### src/rtl/bin2bcd_pkg.sv
// Shared definitions for the sequential binary-to-BCD converter.
package bin2bcd_pkg;

  localparam int unsigned DEF_W = 14;
  localparam int unsigned DEF_N = 4;

  typedef enum logic [1:0] {
    ST_IDLE  = 2'd0,
    ST_SHIFT = 2'd1,
    ST_DONE  = 2'd2
  } state_e;

  // 10^n, the smallest value that no longer fits in n BCD digits.
  function automatic logic [63:0] pow10(input int unsigned n);
    logic [63:0] r;
    r = 64'd1;
    for (int unsigned i = 0; i < n; i++) begin
      r = r * 64'd10;
    end
    return r;
  endfunction

endpackage

### src/rtl/bin2bcd_seq_if.sv
// Request/result bundle between a producer and the BCD converter.
interface bin2bcd_seq_if
  import bin2bcd_pkg::*;
#(
  parameter int unsigned W = DEF_W,
  parameter int unsigned N = DEF_N
) ();

  logic           Start;
  logic [W-1:0]   Bin;
  logic [4*N-1:0] BCD;
  logic           Ovf;
  logic           Busy;
  logic           Done;

  modport master (output Start, output Bin, input BCD, input Ovf, input Busy, input Done);
  modport slave  (input Start, input Bin, output BCD, output Ovf, output Busy, output Done);

endinterface

### src/rtl/bcd_add3.sv
// Double-dabble digit correction: add 3 to any digit of 5 or more.
module bcd_add3 (
  input  logic [3:0] d_i,
  output logic [3:0] d_o
);

  // Pre-shift correction so the doubled digit carries correctly into the next
  always_comb d_o = (d_i >= 4'd5) ? (d_i + 4'd3) : d_i;

endmodule

### src/rtl/bin2bcd_seq.sv
// Sequential shift-and-add-3 binary-to-BCD converter, one bit per clock.
module bin2bcd_seq
  import bin2bcd_pkg::*;
#(
  parameter int unsigned W = DEF_W,
  parameter int unsigned N = DEF_N
) (
  input logic          Clock,
  input logic          Resetn,
  bin2bcd_seq_if.slave bus
);

  localparam int unsigned BW        = 4 * N;
  localparam int unsigned CW        = $clog2(W + 1);
  localparam logic [63:0] OVF_LIMIT = pow10(N);

  state_e         state_q, state_d;
  logic [W-1:0]   bin_q, bin_d;
  logic [BW-1:0]  work_q, work_d, work_adj;
  logic [BW-1:0]  bcd_q, bcd_d;
  logic [CW-1:0]  cnt_q, cnt_d;
  logic           ovf_cap_q, ovf_cap_d;
  logic           ovf_q, ovf_d;
  logic           busy_q, busy_d;
  logic           done_q, done_d;

  for (genvar g = 0; g < N; g++) begin : g_digit
    bcd_add3 u_add3 (
      .d_i (work_q[4*g +: 4]),
      .d_o (work_adj[4*g +: 4])
    );
  end

  // Next-state and registered-output logic for the IDLE/SHIFT/DONE sequence
  always_comb begin
    state_d   = state_q;
    bin_d     = bin_q;
    work_d    = work_q;
    cnt_d     = cnt_q;
    ovf_cap_d = ovf_cap_q;
    bcd_d     = bcd_q;
    ovf_d     = ovf_q;
    busy_d    = busy_q;
    done_d    = 1'b0;
    unique case (state_q)
      ST_IDLE: begin
        if (bus.Start) begin
          bin_d     = bus.Bin;
          work_d    = '0;
          ovf_cap_d = (64'(bus.Bin) >= OVF_LIMIT);
          cnt_d     = CW'(W);
          busy_d    = 1'b1;
          state_d   = ST_SHIFT;
        end
      end
      ST_SHIFT: begin
        // Truncating cast drops the bit shifted out of the top digit.
        work_d = BW'({work_adj, bin_q[W-1]});
        bin_d  = bin_q << 1;
        cnt_d  = cnt_q - CW'(1);
        if (cnt_q == CW'(1)) begin
          busy_d  = 1'b0;
          state_d = ST_DONE;
        end
      end
      ST_DONE: begin
        bcd_d   = work_q;
        ovf_d   = ovf_cap_q;
        done_d  = 1'b1;
        state_d = ST_IDLE;
      end
      default: begin
        busy_d  = 1'b0;
        state_d = ST_IDLE;
      end
    endcase
  end

  // State and output flops; reset aborts any conversion in flight
  always_ff @(posedge Clock or negedge Resetn) begin
    if (!Resetn) begin
      state_q   <= ST_IDLE;
      bin_q     <= '0;
      work_q    <= '0;
      cnt_q     <= '0;
      ovf_cap_q <= 1'b0;
      bcd_q     <= '0;
      ovf_q     <= 1'b0;
      busy_q    <= 1'b0;
      done_q    <= 1'b0;
    end else begin
      state_q   <= state_d;
      bin_q     <= bin_d;
      work_q    <= work_d;
      cnt_q     <= cnt_d;
      ovf_cap_q <= ovf_cap_d;
      bcd_q     <= bcd_d;
      ovf_q     <= ovf_d;
      busy_q    <= busy_d;
      done_q    <= done_d;
    end
  end

  assign bus.BCD  = bcd_q;
  assign bus.Ovf  = ovf_q;
  assign bus.Busy = busy_q;
  assign bus.Done = done_q;

endmodule

### src/flat_wrapper.sv
// flat-port wrapper written by rule: the top's interface ports become plain ports
module bin2bcd_seq_flat import bin2bcd_pkg::*;
#(
  parameter int unsigned W = DEF_W,
  parameter int unsigned N = DEF_N
)
  (Clock, Resetn, bus_Start, bus_Bin, bus_BCD, bus_Ovf, bus_Busy, bus_Done);
  bin2bcd_seq_if #(.W(W), .N(N)) bus_i ();
  input logic Clock;
  input logic Resetn;
  input wire logic [$bits(bus_i.Start)-1:0] bus_Start;
  input wire logic [$bits(bus_i.Bin)-1:0] bus_Bin;
  output wire logic [$bits(bus_i.BCD)-1:0] bus_BCD;
  output wire logic [$bits(bus_i.Ovf)-1:0] bus_Ovf;
  output wire logic [$bits(bus_i.Busy)-1:0] bus_Busy;
  output wire logic [$bits(bus_i.Done)-1:0] bus_Done;
  assign bus_i.Start = bus_Start;
  assign bus_i.Bin = bus_Bin;
  assign bus_BCD = bus_i.BCD;
  assign bus_Ovf = bus_i.Ovf;
  assign bus_Busy = bus_i.Busy;
  assign bus_Done = bus_i.Done;
  bin2bcd_seq #(.W(W), .N(N)) u_core (.Clock(Clock), .Resetn(Resetn), .bus(bus_i));
endmodule
### config.mk
export PLATFORM = sky130hd
export DESIGN_NAME = bin2bcd_seq_flat
export DESIGN_NICKNAME = d
export VERILOG_FILES = /design/src/rtl/bin2bcd_pkg.sv /design/src/rtl/bin2bcd_seq_if.sv /design/src/rtl/bcd_add3.sv /design/src/rtl/bin2bcd_seq.sv /design/src/flat_wrapper.sv
export SDC_FILE = /design/constraint.sdc
export NUM_CORES = 1
export LEC_CHECK = 0
export BUFFER_PORTS_ARGS = -buffer_cell sky130_fd_sc_hd__buf_2
export CAP_MARGIN = 0
export CORE_ASPECT_RATIO = 0.5
export CORE_MARGIN = 2
export CORE_UTILIZATION = 64
export CTS_BUF_LIST = sky130_fd_sc_hd__clkbuf_4 sky130_fd_sc_hd__clkbuf_8
export CTS_CLUSTER_SIZE = 12
export DETAILED_ROUTE_END_ITERATION = 10
export HOLD_SLACK_MARGIN = 0.1
export MAX_ROUTING_LAYER = met4
export PLACE_DENSITY = 0.87
export SYNTH_ARGS = -nofsm -noshare
export SYNTH_HDL_FRONTEND = slang
export SYNTH_SLANG_ARGS = --single-unit
### constraint.sdc
create_clock -name Clock -period 3.2 [get_ports Clock]
set_input_delay 0.16 -clock Clock [delete_from_list [all_inputs] [get_ports Clock]]
set_output_delay 0.16 -clock Clock [all_outputs]
set_load 0.02 [all_outputs]
Word level (Yosys, flattened, before mapping)
Index checks and enable logic that the tools add are counted.
{ "word_totals": {"elab_cells": 48, "ff_bits": 56, "in_bits": 17} }
{ "op_classes": {"bitwise": 1, "order_cmp": 5, "add_sub_neg": 5, "eq_ne": 5, "mux": 17, "n_reduce_logical": 6} }
{ "op_table": {"columns": ["operator", "n"], "rows": [
  ["16-bit case mux with 2 select lines", 1],
  ["14-bit case mux with 2 select lines", 1],
  ["4-bit by 3-bit greater-or-equal comparator with 1-bit output, second input constant", 4],
  ["16-bit 2-to-1 mux", 1],
  ["4-bit 2-to-1 mux", 4],
  ["14-bit greater-or-equal comparator, second input constant", 1],
  ["14-bit 2-to-1 mux", 1],
  ["4-bit by 2-bit adder with 4-bit output, second input constant", 3],
  ["4-bit case mux with 2 select lines", 1],
  ["2-bit AND reduction", 3],
  ["4-bit by 1-bit equality test with 1-bit output, second input constant", 1],
  ["2-bit 2-to-1 mux", 2],
  ["2-bit case mux with 2 select lines", 1],
  ["4-bit by 1-bit subtractor with 4-bit output, second input constant", 1],
  ["3-bit by 2-bit adder with 3-bit output, second input constant", 1],
  ["1-bit 2-to-1 mux", 3],
  ["3-bit 2-to-1 mux", 1],
  ["1-bit case mux with 3 select lines", 1],
  ["3-bit AND reduction", 1],
  ["2-bit by 1-bit equality test with 1-bit output, second input constant", 1],
  ["2-bit equality test, second input constant", 1],
  ["2-bit zero test", 1],
  ["2-bit by 1-bit inequality test with 1-bit output, second input constant", 1],
  ["2-bit inequality test, second input constant", 1],
  ["2 further kinds", 2]
]} }

Logic depth before layout (Yosys ltp)
{ "logic_depth": {"depth_word": 3, "ltp_mapped": 5} }

Modules after synthesis
A second synthesis with hierarchy kept.
{ "hier_totals": {"hier_cells": 260, "hier_area_um2": 2844.0} }
{ "by_module_without_submodules": {"columns": ["mod", "seq_area_each_um2", "area_each_um2", "instances", "cells_per_inst"], "rows": [
  ["bin2bcd_seq", 1401.3, 2438.6, 1, 196],
  ["bcd_add3", 0.0, 101.3, 4, 16]
]} }

Worst setup path before layout
No wires, ideal clock.
{ "synth_timing": {"kind": "flip-flop to flip-flop", "startpoint": "register u_core.state_q[1]", "endpoint": "register u_core.work_q[13]", "period_less_slack_ns": 1.272, "n_path_buf": 2, "arrival_time_ns": 1.132, "setup_slack_ns": 1.928, "path_stages_with_launch": 5, "cell_sequence": "dfrtp_1 o21ba_2 buf_2 buf_2 o221ai_1"} }
{ "synth_between": {"elab_chain_len": 3, "elab_cells_between_ends": 6, "cone_classes": "eq/ne: 2; mux: 1; reduce/logical: 3"} }
{ "synth_lines": {"columns": ["item", "line", "text"], "rows": [
  ["from (decl)", "bin2bcd_seq.sv:17", "state_e state_q, state_d;"],
  ["from (signal assigned)", "bin2bcd_seq.sv:92", "state_q <= state_d;"],
  ["2-bit by 1-bit equality test with 1-bit output or 2-bit zero test (tied branches)", "bin2bcd_seq.sv:45", "unique case (state_q)"],
  ["2-bit nonzero test (no line) or 2-bit inequality test (tied branches)", null, null],
  ["2-bit AND reduction (no line)", null, null],
  ["to (signal assigned)", "bin2bcd_seq.sv:94", "work_q <= work_d;"],
  ["to (decl)", "bin2bcd_seq.sv:19", "logic [BW-1:0] work_q, work_d, work_adj;"]
]} }
Parallel ways exist; a longest one is shown, timed or not.
A chain may end at the register's enable or synchronous reset.

Worst setup path in the final report
{ "layout_timing": {"startpoint": "register u_core.state_q[0]", "endpoint": "register u_core.work_q[5]"} }
Same word-level chain as after synthesis.

==> reports/qor.yml <==
die:
  die_area_sq_um: 4690
  ios: 36
  num_rows: 16
  die_y_um: 49.4
  fp.coreArea_sq_um: 3920
  dieWidth_um: 94.8
  initial_utilization: 0.673
power:
  clkPwrFrac: 0.155
  switching_share: 0.414
  combPwrFrac: 0.436
  p_switching_mw: 1.23
  p_seq_frac: 0.409
  static-leakage-power_nw: 1.41
  power_density_nw_per_um2: 1010
  ir_drop_v: 0.000478
  p_int_mw: 1.75
layout:
  layout-drive-gt1-share: 0.162
  syn2layout_area_growth_pct: 11.7
  fin_nets: 329
  final_util: 0.752
  num_antenna_cells: 0
  stdcell_count: 357
  fillerInstances: 283
worst_setup_path:
  timing.rr.start: "u_core.state_q[0]$_DFFE_PN0P_"
  cp_max_fo: 21
  critPathKind: "register to register"
  r2r_cells: 4
  critPathRequiredTime_ns: 3.42
  r2r_setup_slack_ns: 1.30
  arrival_ns: 2.12
  endpoint_kind: "register"
  r2r-end: "u_core.work_q[5]$_DFFE_PN0P_"
  cp-start-kind: "register"
sta:
  fin_crit_ns: 1.90
  clock_skew_ns: 0.00991
  rsz0062_at_grt: "false"
  timing.final.crit_share: 0.594
  fin_tns_setup_ns: 0
  setup_viol: 0
  timing_hold_violations_final: 0
  max_freq_ghz: 0.526
  fin_ws_ns: 1.30
  worst_pin_slew_ns: 0.959
  relSlewSlack: 0.361
  maxSlewViolCount: 0
  hold_slack_ns: 0.104
placement:
  dp_hpwl_um: 3700
  io_buffers: 35
  routabilityCongestion: 0.778
  place_ws_ns: 1.33
  place_inst: 347
yosys:
  ys_ff_latch: 56
  synth_ff_type: "dfrtp_1"
  synth_edf_count: 0
  synthCells: 270
  yosysMostFrequentCell: "dfrtp_1"
  yosysUniqueCellTypes: 36
  synthTopCellsByArea: "dfrtp_1 (53%), nand2_1 (7.7%), ha_1 (4.7%)"
  async_flop_share: 1.00
  synth.net_count: 297
  synth.avg_cell_area_sq_um: 9.78
  synthesis.area_sq_um: 2640
  yosys_warnings: 0
  synth.top_cell.area_share: 0.531
  yosys-top-cells-count: "dfrtp_1 (56), nand2_1 (54), o21ai_0 (24), inv_1 (21)"
  ys_seq_area_frac: 0.531
  synth_top_area_cell: "dfrtp_1"
route:
  routedWlPerCell_um: 15.1
  drt_iter0_drc: 151
  dr_total_vias: 2102
  vias_per_cell: 5.89
  wl_um: 5390
  detail-route-antenna-nets: 0
  drtPass1Iterations: 4
  post-route-drc-count: 0
worst_hold_path:
  worstHoldEndpoint: "u_core.bin_q[3]$_DFFE_PN0P_"
  hold_depth: 3
  hold_start: "bus_Bin[3]"
  hp-class: "input port to register"
clock_network:
  numCtsBuffers: 5
  hold_buffers: 2
  cts_setup_buffers: 0
  cts-root-buf: "clkbuf_8"
  h-tree-depth: 2
  cts_tree: "done"
  post_cts_resized: 0
  clk_path_buf_depth: 2
  clk_pin_slew_worst_paths_ns: 0.10
  clock_latency_ns: 0.31
  cts_sinks: 56
global_route:
  grt.total_usage: 0.261
  grt_pass1_wl_um: 9160
  grt_pass1_vias: 1964
  grt-ovfl-total: 0
  antenna_found_initial: 0
  grt_max_degree: 39
run:
  drv_cap: 0
outcome:
  status: "completed"
[state kept, by name, summed over array words and instances, names as in the netlist]
register	cells
u_core.bin_q	14
u_core.bus.BCD	16
u_core.bus.Busy	1
u_core.bus.Done	1
u_core.bus.Ovf	1
u_core.cnt_q	4
u_core.ovf_cap_q	1
u_core.state_q	2
u_core.work_q	16
[layer usage]
metal  GRT usage  routed length, um
met1       0.354               2510
met2       0.405               2550
met3      0.0634                247
met4      0.0580                 83
met5           -                  0
[critical path, stage by stage (launching register included)]
cell	delay, ns
dfrtp_1	0.46
nor2b_2	0.68
buf_4	0.37
o2111ai_1	0.18
o221ai_1	0.12
[layout by cell type, fill, tap and decap left out, types with 5 or more instances in the layout]
master | netlist | routed
nor2_1 | 13 | 13
nand2_1 | 54 | 54
o2111ai_1 | 8 | 8
buf_2 | 7 | 35
o21ai_0 | 24 | 24
a31oi_1 | 13 | 13
nand2b_1 | 6 | 6
clkbuf_8 | 0 | 5
inv_1 | 21 | 21
dfrtp_1 | 56 | 56
ha_1 | 10 | 10
[power groups by stage]
stage / Sequential [mW] / Combinational [mW] / Clock (mW)
after global placement: 1.21 / 1.20 / 0
after detailed placement: 1.23 / 1.28 / 0
after floorplan: 1.30 / 0.875 / 0
after global routing: 1.26 / 1.46 / 0.492
final: 1.22 / 1.30 / 0.461
after CTS: 1.21 / 1.29 / 0.464
[area by class of cell]
| type | count | area [sq um] | share of cell area |
|---|---|---|---|
| clock inverter | 3 | 42.5 | 0.0144 |
| inverter | 21 | 78.8 | 0.0267 |
| timing repair buffer | 39 | 210 | 0.0713 |
| multi-input combinational | 179 | 1080 | 0.366 |
| tap | 54 | 67.6 | 0.0229 |
| clock buffer | 5 | 68.8 | 0.0233 |
| sequential | 56 | 1400 | 0.475 |
[how the worst max path moves through the flow]
| stage | endpoint | startpoint | depth (start not counted) | slack (ns) |
|---|---|---|---|---|
| 2_1_floorplan | u_core.work_q[13]$_DFFE_PN0P_ | u_core.state_q[1]$_DFFE_PN0P_ | 4 | 1.93 |
| 3_3_place_gp | u_core.work_q[14]$_DFFE_PN0P_ | u_core.state_q[0]$_DFFE_PN0P_ | 4 | 1.47 |
| 3_5_place_dp | u_core.work_q[5]$_DFFE_PN0P_ | u_core.state_q[0]$_DFFE_PN0P_ | 4 | 1.33 |
| 4_1_cts | u_core.work_q[5]$_DFFE_PN0P_ | u_core.state_q[0]$_DFFE_PN0P_ | 4 | 1.32 |
| 5_1_grt | u_core.work_q[5]$_DFFE_PN0P_ | u_core.state_q[0]$_DFFE_PN0P_ | 4 | 1.21 |
| 6_report | u_core.work_q[5]$_DFFE_PN0P_ | u_core.state_q[0]$_DFFE_PN0P_ | 4 | 1.30 |
[cell families after synthesis]
group | Yosys count | share of synthesized area
buffers and inverters | 35 | 0.0602
AOI/OAI and AO/OA | 78 | 0.202
DFF | 56 | 0.531
xor gates and xnor gates | 3 | 0.00995
and+or+nand+nor | 87 | 0.145
adders and majority gates | 10 | 0.0474
muxes | 1 | 0.00427
[metrics by stage]
| stage | power [mW] | instance area, sq um |
|---|---|---|
| finish | 2.98 | 2950 |
| detailed placement | 2.50 | 2820 |
| CTS | 2.97 | 2950 |
| global placement | 2.42 | 2820 |
| global route | 3.20 | 2950 |
| floorplan | 2.17 | 2640 |
No activity file was read; power rests on OpenSTA's default activity.
